File: config.mk
export PLATFORM = sky130hd
export DESIGN_NAME = scratchpad_arbiter_flat
export DESIGN_NICKNAME = d
export VERILOG_FILES = /design/src/rtl/scratchpad_arbiter_if.sv /design/src/rtl/scratchpad_arbiter.sv /design/src/flat_wrapper.sv
export SDC_FILE = /design/constraint.sdc
export NUM_CORES = 1
export LEC_CHECK = 0
export CAP_MARGIN = 10
export CORE_ASPECT_RATIO = 0.6
export CORE_MARGIN = 4
export CORE_UTILIZATION = 27
export CTS_CLUSTER_DIAMETER = 40
export DETAILED_ROUTE_END_ITERATION = 10
export MAX_ROUTING_LAYER = met4
export PLACE_DENSITY = 0.85
export SYNTH_ARGS = -nofsm -noshare
export SYNTH_HDL_FRONTEND = slang
export SYNTH_SLANG_ARGS = --single-unit
File: constraint.sdc
create_clock -name clock -period 1.7 [get_ports clock]
set_clock_uncertainty 0.2 [all_clocks]
set_input_delay 0.34 -clock clock [delete_from_list [all_inputs] [get_ports clock]]
set_output_delay 0.34 -clock clock [all_outputs]
set_load 0.02 [all_outputs]
File: src/rtl/scratchpad_arbiter_if.sv
// MMIO host port into the PE scratchpad: independent read and write
// request channels, each with its own one-cycle acknowledge.
interface mmio_if #(
    parameter int ADDR_W = 32,
    parameter int DATA_W = 32
) ();
    logic              read_req;
    logic [ADDR_W-1:0] read_index;
    logic              read_ack;
    logic [DATA_W-1:0] read_data;
    logic              write_req;
    logic [ADDR_W-1:0] write_index;
    logic [DATA_W-1:0] write_data;
    logic              write_ack;

    modport device (
        input  read_req, read_index, write_req, write_index, write_data,
        output read_ack, read_data, write_ack
    );

    modport host (
        output read_req, read_index, write_req, write_index, write_data,
        input  read_ack, read_data, write_ack
    );
endinterface

File: src/rtl/scratchpad_arbiter.sv
// Shares one single-port scratchpad RAM between the MMIO host and the PE
// datapath (LSW/SSW). Host wins by default; a streak counter forces a PE
// grant after MAX_HOST_STREAK consecutive host grants while the PE waits.
// Every access is IDLE -> ISSUE -> COMPLETE, so the RAM strobes are
// registered and the read data lines up with the COMPLETE cycle.
module scratchpad_arbiter #(
    parameter int DEPTH           = 1024,
    parameter int MAX_HOST_STREAK = 4,
    parameter int TIA_WORD_WIDTH  = 32,
    parameter int TIA_OP_WIDTH    = 6,
    parameter logic [TIA_OP_WIDTH-1:0] OP_LSW = 6'h10,
    parameter logic [TIA_OP_WIDTH-1:0] OP_SSW = 6'h11,
    localparam int IDX_W    = $clog2(DEPTH),
    localparam int STREAK_W = $clog2(MAX_HOST_STREAK + 1)
) (
    input  logic                      clock,
    input  logic                      reset,
    mmio_if.device                    host_interface,
    input  logic                      pe_req,
    input  logic [TIA_OP_WIDTH-1:0]   pe_op,
    input  logic [TIA_WORD_WIDTH-1:0] pe_operand_0,
    input  logic [TIA_WORD_WIDTH-1:0] pe_operand_1,
    output logic                      pe_stall,
    output logic [TIA_WORD_WIDTH-1:0] pe_result,
    output logic                      pe_result_valid,
    output logic                      ram_read_enable,
    output logic                      ram_write_enable,
    output logic [IDX_W-1:0]          ram_index,
    output logic [TIA_WORD_WIDTH-1:0] ram_write_data,
    input  logic [TIA_WORD_WIDTH-1:0] ram_read_data
);

    typedef enum logic [1:0] {IDLE, ISSUE, COMPLETE} state_t;
    typedef enum logic [1:0] {OWN_NONE, OWN_HOST_RD, OWN_HOST_WR, OWN_PE} owner_t;

    state_t                state;
    owner_t                owner;
    owner_t                grant;
    logic [STREAK_W-1:0]   streak;
    logic                  pe_is_lsw;
    logic                  pe_first;
    logic [TIA_WORD_WIDTH-1:0] read_addr;
    logic [TIA_WORD_WIDTH-1:0] write_addr;
    logic                  unused_upper;

    assign read_addr  = host_interface.read_index;
    assign write_addr = host_interface.write_index;

    // Address bits above the RAM index width are deliberately ignored.
    assign unused_upper = ^{read_addr[TIA_WORD_WIDTH-1:IDX_W],
                            write_addr[TIA_WORD_WIDTH-1:IDX_W],
                            pe_operand_1[TIA_WORD_WIDTH-1:IDX_W]};

    assign pe_first = pe_req && (streak == STREAK_W'(MAX_HOST_STREAK));

    // Fixed priority (read > write > PE) unless the host streak has run out.
    always_comb begin
        grant = OWN_NONE;
        if (pe_first)                     grant = OWN_PE;
        else if (host_interface.read_req)  grant = OWN_HOST_RD;
        else if (host_interface.write_req) grant = OWN_HOST_WR;
        else if (pe_req)                  grant = OWN_PE;
    end

    // Transaction FSM: grant in IDLE, strobe RAM for one ISSUE cycle, ack in COMPLETE.
    always_ff @(posedge clock or negedge reset) begin
        if (!reset) begin
            state            <= IDLE;
            owner            <= OWN_NONE;
            streak           <= '0;
            pe_is_lsw        <= 1'b0;
            ram_read_enable  <= 1'b0;
            ram_write_enable <= 1'b0;
            ram_index        <= '0;
            ram_write_data   <= '0;
        end else begin
            case (state)
                IDLE: begin
                    owner            <= grant;
                    pe_is_lsw        <= (pe_op == OP_LSW);
                    ram_read_enable  <= 1'b0;
                    ram_write_enable <= 1'b0;
                    ram_index        <= '0;
                    ram_write_data   <= '0;
                    case (grant)
                        OWN_HOST_RD: begin
                            ram_read_enable <= 1'b1;
                            ram_index       <= read_addr[IDX_W-1:0];
                        end
                        OWN_HOST_WR: begin
                            ram_write_enable <= 1'b1;
                            ram_index        <= write_addr[IDX_W-1:0];
                            ram_write_data   <= host_interface.write_data;
                        end
                        OWN_PE: begin
                            // Non-memory opcodes are granted but never touch the RAM.
                            if (pe_op == OP_LSW) begin
                                ram_read_enable <= 1'b1;
                                ram_index       <= pe_operand_0[IDX_W-1:0];
                            end else if (pe_op == OP_SSW) begin
                                ram_write_enable <= 1'b1;
                                ram_index        <= pe_operand_1[IDX_W-1:0];
                                ram_write_data   <= pe_operand_0;
                            end
                        end
                        default: ;
                    endcase
                    if (grant != OWN_NONE) state <= ISSUE;
                    if (!pe_req || grant == OWN_PE)
                        streak <= '0;
                    else if (grant != OWN_NONE && streak != STREAK_W'(MAX_HOST_STREAK))
                        streak <= streak + 1'b1;
                end
                ISSUE: begin
                    ram_read_enable  <= 1'b0;
                    ram_write_enable <= 1'b0;
                    ram_index        <= '0;
                    ram_write_data   <= '0;
                    state            <= COMPLETE;
                end
                default: begin
                    owner <= OWN_NONE;
                    state <= IDLE;
                end
            endcase
        end
    end

    // Acks are decoded from registered state; RAM read data is valid exactly in COMPLETE.
    always_comb begin
        host_interface.read_ack  = (state == COMPLETE) && (owner == OWN_HOST_RD);
        host_interface.write_ack = (state == COMPLETE) && (owner == OWN_HOST_WR);
        host_interface.read_data = host_interface.read_ack ? ram_read_data : '0;
        pe_result_valid          = (state == COMPLETE) && (owner == OWN_PE);
        pe_result                = (pe_result_valid && pe_is_lsw) ? ram_read_data : '0;
        pe_stall                 = pe_req && !pe_result_valid;
    end

endmodule

File: src/flat_wrapper.sv
// flat-port wrapper written by rule: the top's interface ports become plain ports
module scratchpad_arbiter_flat 
#(
    parameter int DEPTH           = 1024,
    parameter int MAX_HOST_STREAK = 4,
    parameter int TIA_WORD_WIDTH  = 32,
    parameter int TIA_OP_WIDTH    = 6,
    parameter logic [TIA_OP_WIDTH-1:0] OP_LSW = 6'h10,
    parameter logic [TIA_OP_WIDTH-1:0] OP_SSW = 6'h11,
    localparam int IDX_W    = $clog2(DEPTH),
    localparam int STREAK_W = $clog2(MAX_HOST_STREAK + 1)
)
  (clock, reset, pe_req, pe_op, pe_operand_0, pe_operand_1, pe_stall, pe_result, pe_result_valid, ram_read_enable, ram_write_enable, ram_index, ram_write_data, ram_read_data, host_interface_read_req, host_interface_read_index, host_interface_write_req, host_interface_write_index, host_interface_write_data, host_interface_read_ack, host_interface_read_data, host_interface_write_ack);
  mmio_if #(.ADDR_W(32), .DATA_W(32)) host_interface_i ();
  input  logic clock;
  input  logic reset;
  input  logic pe_req;
  input  logic [TIA_OP_WIDTH-1:0] pe_op;
  input  logic [TIA_WORD_WIDTH-1:0] pe_operand_0;
  input  logic [TIA_WORD_WIDTH-1:0] pe_operand_1;
  output logic pe_stall;
  output logic [TIA_WORD_WIDTH-1:0] pe_result;
  output logic pe_result_valid;
  output logic ram_read_enable;
  output logic ram_write_enable;
  output logic [IDX_W-1:0] ram_index;
  output logic [TIA_WORD_WIDTH-1:0] ram_write_data;
  input  logic [TIA_WORD_WIDTH-1:0] ram_read_data;
  input wire logic [$bits(host_interface_i.read_req)-1:0] host_interface_read_req;
  input wire logic [$bits(host_interface_i.read_index)-1:0] host_interface_read_index;
  input wire logic [$bits(host_interface_i.write_req)-1:0] host_interface_write_req;
  input wire logic [$bits(host_interface_i.write_index)-1:0] host_interface_write_index;
  input wire logic [$bits(host_interface_i.write_data)-1:0] host_interface_write_data;
  output wire logic [$bits(host_interface_i.read_ack)-1:0] host_interface_read_ack;
  output wire logic [$bits(host_interface_i.read_data)-1:0] host_interface_read_data;
  output wire logic [$bits(host_interface_i.write_ack)-1:0] host_interface_write_ack;
  assign host_interface_i.read_req = host_interface_read_req;
  assign host_interface_i.read_index = host_interface_read_index;
  assign host_interface_i.write_req = host_interface_write_req;
  assign host_interface_i.write_index = host_interface_write_index;
  assign host_interface_i.write_data = host_interface_write_data;
  assign host_interface_read_ack = host_interface_i.read_ack;
  assign host_interface_read_data = host_interface_i.read_data;
  assign host_interface_write_ack = host_interface_i.write_ack;
  scratchpad_arbiter #(.DEPTH(DEPTH), .MAX_HOST_STREAK(MAX_HOST_STREAK), .TIA_WORD_WIDTH(TIA_WORD_WIDTH), .TIA_OP_WIDTH(TIA_OP_WIDTH), .OP_LSW(OP_LSW), .OP_SSW(OP_SSW)) u_core (.clock(clock), .reset(reset), .host_interface(host_interface_i), .pe_req(pe_req), .pe_op(pe_op), .pe_operand_0(pe_operand_0), .pe_operand_1(pe_operand_1), .pe_stall(pe_stall), .pe_result(pe_result), .pe_result_valid(pe_result_valid), .ram_read_enable(ram_read_enable), .ram_write_enable(ram_write_enable), .ram_index(ram_index), .ram_write_data(ram_write_data), .ram_read_data(ram_read_data));
endmodule
## Word-level counts from Yosys, hierarchy flattened

Index checks and enable logic that the tools add are counted.

| operators by class | value |
|---|---|
| $add $sub $neg | 1 |
| $mul | 0 |
| div/mod/pow operators | 0 |
| order comparisons | 0 |
| equal/unequal tests | 13 |
| shifts and indexed selects | 0 |
| mux-type cells | 26 |
| bitwise logic cells | 0 |
| reduce and logical (&&, ||, !) cells | 15 |

Operators with widths:

| operator | number |
|---|---|
| $mux 32 | 4 |
| $pmux 32 s2 | 2 |
| $pmux 10 s3 | 1 |
| $mux 10 | 2 |
| $pmux 10 s2 | 1 |
| $eq 6x5->1 const B | 2 |
| $eq 2x2->1 const B | 5 |
| $mux 2 | 5 |
| $pmux 1 s2 | 4 |
| $pmux 2 s2 | 2 |
| $logic_and 1x1->1 | 7 |
| $eq 2x1->1 const B | 3 |
| $mux 3 | 2 |
| $reduce_bool 2->1 | 3 |
| $add 3x1->3 const B | 1 |
| $eq 3x3->1 const B | 1 |
| $mux 1 | 3 |
| $ne 3x3->1 const B | 1 |
| $logic_not 1->1 | 2 |
| $logic_not 2->1 | 1 |
| $ne 2x1->1 const B | 1 |
| $reduce_and 2->1 | 1 |
| $logic_or 1x1->1 | 1 |

| storage, ports and cells | value |
|---|---|
| bits in registers | 52 |
| bits in latches | 0 |
| memory bits (writable) | 0 |
| ROM bits | 0 |
| input bits | 203 |
| output and inout bits | 112 |
| word-level logic and storage cells | 63 |
| memories kept | 0 |

## Logic depth before layout (Yosys ltp)

| depth | value |
|---|---|
| depth in word-level cells | 8 |
| mapped depth | 8 |
| mapped depth without buffers | 6 |

## Worst setup path before layout

Ideal clock, no wire load.

| path | value |
|---|---|
| path kind | register to output |
| start point | register u_core.state[0] |
| end point | output port host_interface_read_data[18] |
| arrival | 1.463 ns |
| data required time | 1.160 ns |
| path slack | -0.303 ns |
| stages on the path, launching flop included | 6 |
| path buffers | 1 |
| cell sequence | dfrtp_1 nor2b_1 nand2_1 nor2_1 clkbuf_1 and2_1 |

| on the way | value |
|---|---|
| cells in the longest elaborated chain, start to end | 3 |

Ends and longest elaborated chain:

| what | line | text |
|---|---|---|
| from (decl) | scratchpad_arbiter.sv:36 | `state_t state;` |
| from (signal assigned) | scratchpad_arbiter.sv:68 | `state <= IDLE;` |
| from (signal assigned) | scratchpad_arbiter.sv:108 | `if (grant != OWN_NONE) state <= ISSUE;` |
| from (signal assigned) | scratchpad_arbiter.sv:119 | `state <= COMPLETE;` |
| $eq 2x2->1 | scratchpad_arbiter.sv:131 | `host_interface.read_ack = (state == COMPLETE) && (owner == OWN_HOST_RD);` |
| $logic_and 1x1->1 | scratchpad_arbiter.sv:131 |  |
| named net host_interface_read_ack | flat_wrapper.sv:34 | `output wire logic [$bits(host_interface_i.read_ack)-1:0] host_interface_read_ack;` |
| $mux 32 | scratchpad_arbiter.sv:133 | `host_interface.read_data = host_interface.read_ack ? ram_read_data : '0;` |
| to (decl) | flat_wrapper.sv:35 | `output wire logic [$bits(host_interface_i.read_data)-1:0] host_interface_read_data;` |

The timed path passes the listed nets, and every way through them passes these cells.

## Final worst setup path

| path | value |
|---|---|
| start point | register u_core.state[0] |
| end point | output port pe_result[31] |

| on the way | value |
|---|---|
| cells in the longest elaborated chain, start to end | 4 |

Ends and longest elaborated chain:

| what | line | text |
|---|---|---|
| $eq 2x2->1 | scratchpad_arbiter.sv:134 | `pe_result_valid = (state == COMPLETE) && (owner == OWN_PE);` |
| $logic_and 1x1->1 | scratchpad_arbiter.sv:134 |  |
| $logic_and 1x1->1 | scratchpad_arbiter.sv:135 | `pe_result = (pe_result_valid && pe_is_lsw) ? ram_read_data : '0;` |
| $mux 32 | scratchpad_arbiter.sv:135 |  |
| to (decl) | flat_wrapper.sv:22 | `output logic [TIA_WORD_WIDTH-1:0] pe_result;` |

Every way passes these cells.

==> key figures <==
Logic synthesis
  – Synth top area share: a little over two fifths
  – Synth Area in Simple Gates: 20.1%
  – Largest family of logic cells by synthesized area: compound AO/OA/AOI/OAI gates
  – Synthesized flop and latch total: 52
  – Seq/Total Area, Yosys: 42.4%
  – Cells after synthesis: about 350
  – Multiplexer area fraction after synthesis: 3.59%
  – Yosys warnings: 0
  – Avg Cell Area, Syn: ~9 µm²
  – Synth Area in Compound Gates: between 20% and 30%
  – Synth top area cells: dfrtp_1 42%, a22oi_1 11%, and3_1 7.3%, and2_1 6.5%, o21ai_1 4.6%
  – XOR/XNOR Fraction of Synth Area: 0%
  – Syn Nets: about 550
  – Asr flop ratio synth: between 90% and 100%
  – Post-synth EDFFs: 0
  – Netlist Area Pre-Place: 3070 µm²
  – Synth Area in Adders: less than 1%
  – Synth cell types: 32
  – Top_reg_cell synth: dfrtp_1
  – Cell taking the most area after synthesis: dfrtp_1

Critical path
  – CP delay by family, top: simple AND/OR/NAND/NOR gates
  – Req. time, crit path: approximately 1.2 ns
  – FF-to-FF path depth: 7
  – Buf/Inv on CP: 3
  – Critical Path Start Type: flop
  – Slowest-stage cell, CP: dfrtp_1
  – Critical path's largest stage delay: 0.41 ns
  – Cells along the critical path: nor2b_4, and3_4, buf_12, buf_16, and3_4, buf_6
  – Critical R2R Capture: u_core.ram_write_data[24]
  – R2r startpoint: u_core.streak[1]
  – R2r setup slk: -0.30 ns
  – Critical Path Fanout Max: 8
  – Setup Crit Path Kind: reg -> out
  – CP most frequent cell: and3_4
  – CP Data Arrival Time: 1.60 ns
  – Crit. End Element: primary output

Routing
  – Detail Route Antenna Nets: 0
  – Vias per Instance: ~5.0
  – Drt total wl: 14400 µm
  – Wirelength per Cell: around 19 µm
  – Drt pass-1 iters: 4
  – Vias: 3844
  – Drt initial violations: roughly 150
  – Drt drc: 0

STA
  – RSZ-0062 raised after global routing: true
  – Fin. Hold Viols: 0
  – Final count of pins violating max slew: 0
  – Max_slew headroom: 81.1%
  – Setup_tns: -36.00 ns
  – Highest clock rate: about 470 MHz
  – Post-route clock period utilization: 126%
  – Min Hold Slack: between 0.3 and 0.4 ns
  – Worst-Margin Slew: approximately 0.28 ns
  – Minimum clock period: approximately 2.1 ns
  – Final Setup Violations: 112
  – Final Worst Setup Slack: -0.436 ns

CTS
  – Clock sink total: 52
  – CTS max path bufs: 2
  – CTS clk-pin slew, worst paths: roughly 0.070 ns
  – CTS tree: done
  – Clock latency on the worst-skew pair: 0.28 ns
  – Num CTS Buffers: 5
  – H-tree Lvls: 2
  – Clk root buf: clkbuf_16

Cells and area
  – Final Instance Area: about 6800 µm²
  – Layout cell share with drive strength beyond 1: 38.8%
  – Final net count: 827
  – Core Util, Final: a little over three fifths
  – Ant. Diodes: 0
  – Area Growth Syn to Fin: 120%

Die
  – Core area: around 11000 µm²
  – Initial core utilization: 28.4%
  – Die Y: around 90 µm
  – Row cnt: 29
  – Die area: 13200 µm²
  – Die Width: around 150 µm
  – IO Pins: between 300 and 400

Placed design
  – Dpl ws: -0.786 ns
  – DP HPWL: approximately 10000 µm
  – Cell Area, Placed: 6110 µm²
  – PortBufs: around 250
  – GPL Wtd Cong: 0.817

Flow run
  – MaxCap Viol Count: 0

GRT
  – Total GRT Usage: ~21%
  – Largest net degree at the start of global routing: between 50 and 60
  – First-pass GRT wire length: ~22000 µm
  – Grt total ovfl: 0
  – Initial antenna violation count: 0
  – Vias in the first global route: ~4100

Status
  – Failing checks: negative setup slack
  – Outcome: finished, violations left

Min path
  – Hold endpoint: u_core.ram_read_enable
  – Hold depth: 1
  – Hold Startpoint: u_core.ram_read_enable
  – HP Class: reg -> reg

Power
  – Max VDD drop: approximately 520 µV
  – Pwr dens: roughly 930 nW/µm²
  – Leak Pwr: 3.25 nW
==> final cells by class <==
cell class | count | area, µm²
fillers | 840 | 4050
repair buffers | 296 | 3030
multi-input cells | 231 | 1980
flip-flops and latches | 52 | 1300
well taps | 139 | 174
inverters | 36 | 135
clock buffers | 5 | 125
clock inverters | 3 | 21.3
==> metrics by stage <==
stage / instances / total power [mW]
after floorplan: 346 / 3.13
after global placement: 733 / 4.57
after detailed placement: 733 / 4.65
after CTS: 762 / 6.18
after global routing: 762 / 6.59
final: 762 / 6.26
==> repair_timing <==
action	4_1_cts	5_1_grt
pin swaps	17	17
hold endpoints to repair	52	0
hold buffers	1	0
gates cloned	10	0
resized for setup	498	23
setup endpoints to repair	161	115
buffers inserted	11	6
==> cell usage after synthesis, types with 2 or more instances <==
library cell / count
a21oi_1: 3
a22oi_1: 44
and2_1: 32
and3_1: 36
buf_2: 5
buf_6: 3
clkbuf_1: 21
dfrtp_1: 52
ha_1: 2
inv_1: 36
mux2i_1: 11
nand2_1: 18
nand3_1: 3
nor2_1: 4
nor2b_1: 4
nor3b_1: 2
o21ai_0: 16
o21ai_1: 28
o21ai_2: 2
o31a_1: 10
o31ai_1: 3
==> state kept, by name, indices dropped and copies added (netlist names) <==
| signal | cells |
|---|---|
| u_core.owner | 2 |
| u_core.pe_is_lsw | 1 |
| u_core.ram_index | 10 |
| u_core.ram_read_enable | 1 |
| u_core.ram_write_data | 32 |
| u_core.ram_write_enable | 1 |
| u_core.state | 2 |
| u_core.streak | 3 |
==> layer usage <==
metal	vias to the layer above	global-route usage, %	share of wire (%)	routed length (µm)
li1	1772	-	-	-
met1	1847	25.9	41	5930
met2	202	36.7	50	7130
met3	23	4.26	6.8	973
met4	0	6.08	2.3	331
met5	-	-	0	0
==> worst reg2reg max path, cell delays in order (launching register included) <==
cell and delay, ns:
dfrtp_1 0.39, inv_2 0.09, ha_4 0.17, o2bb2ai_4 0.12, nand4_1 0.13, buf_6 0.16
or3b_4 0.50, o21ai_2 0.17
==> how the worst max path moves through the flow <==
stage	endpoint	slack, ns	startpoint	depth (start not counted)
3_3_place_gp	u_core.ram_write_data[28]	-0.64	pe_op[1]	5
6_report	pe_result[31]	-0.44	u_core.state[0]	6
4_1_cts	pe_result[31]	-0.44	u_core.state[0]	6
3_5_place_dp	u_core.ram_write_data[28]	-0.79	pe_op[1]	5
5_1_grt	pe_result[31]	-0.50	u_core.state[0]	6
2_1_floorplan	u_core.ram_write_data[10]	-0.09	u_core.streak[0]	7
==> cell families after synthesis <==
family,after synthesis
AO/OA/AOI/OAI,111
AND/OR/NAND/NOR,104
buffers and inverters,66
flip-flops,52
multiplexers,11
adder cells (fa/ha/maj),2
==> power by group <==
group | leakage (nW) | internal (mW) | total [mW] | switching [mW]
Sequential | 0.701 | 1.55 | 1.74 | 0.197
Combinational | 2.48 | 1.81 | 3.51 | 1.70
Clock | 0.0702 | 0.549 | 1.01 | 0.461
Total | 3.25 | 3.90 | 6.26 | 2.36
==> cell usage in the layout, fill, tap and decap left out, types with 24 or more instances in the layout <==
cell type        Yosys  layout
clkdlybuf4s50_1      0     130
buf_4                0      53
dfrtp_1             52      52
dlygate4sd2_1        0      49
buf_6                3      47
a22oi_1             44      43
inv_1               36      34
and3_4               0      33
o21ai_2              2      30
and2_4               0      24
Power figures use the tool's default switching activity.
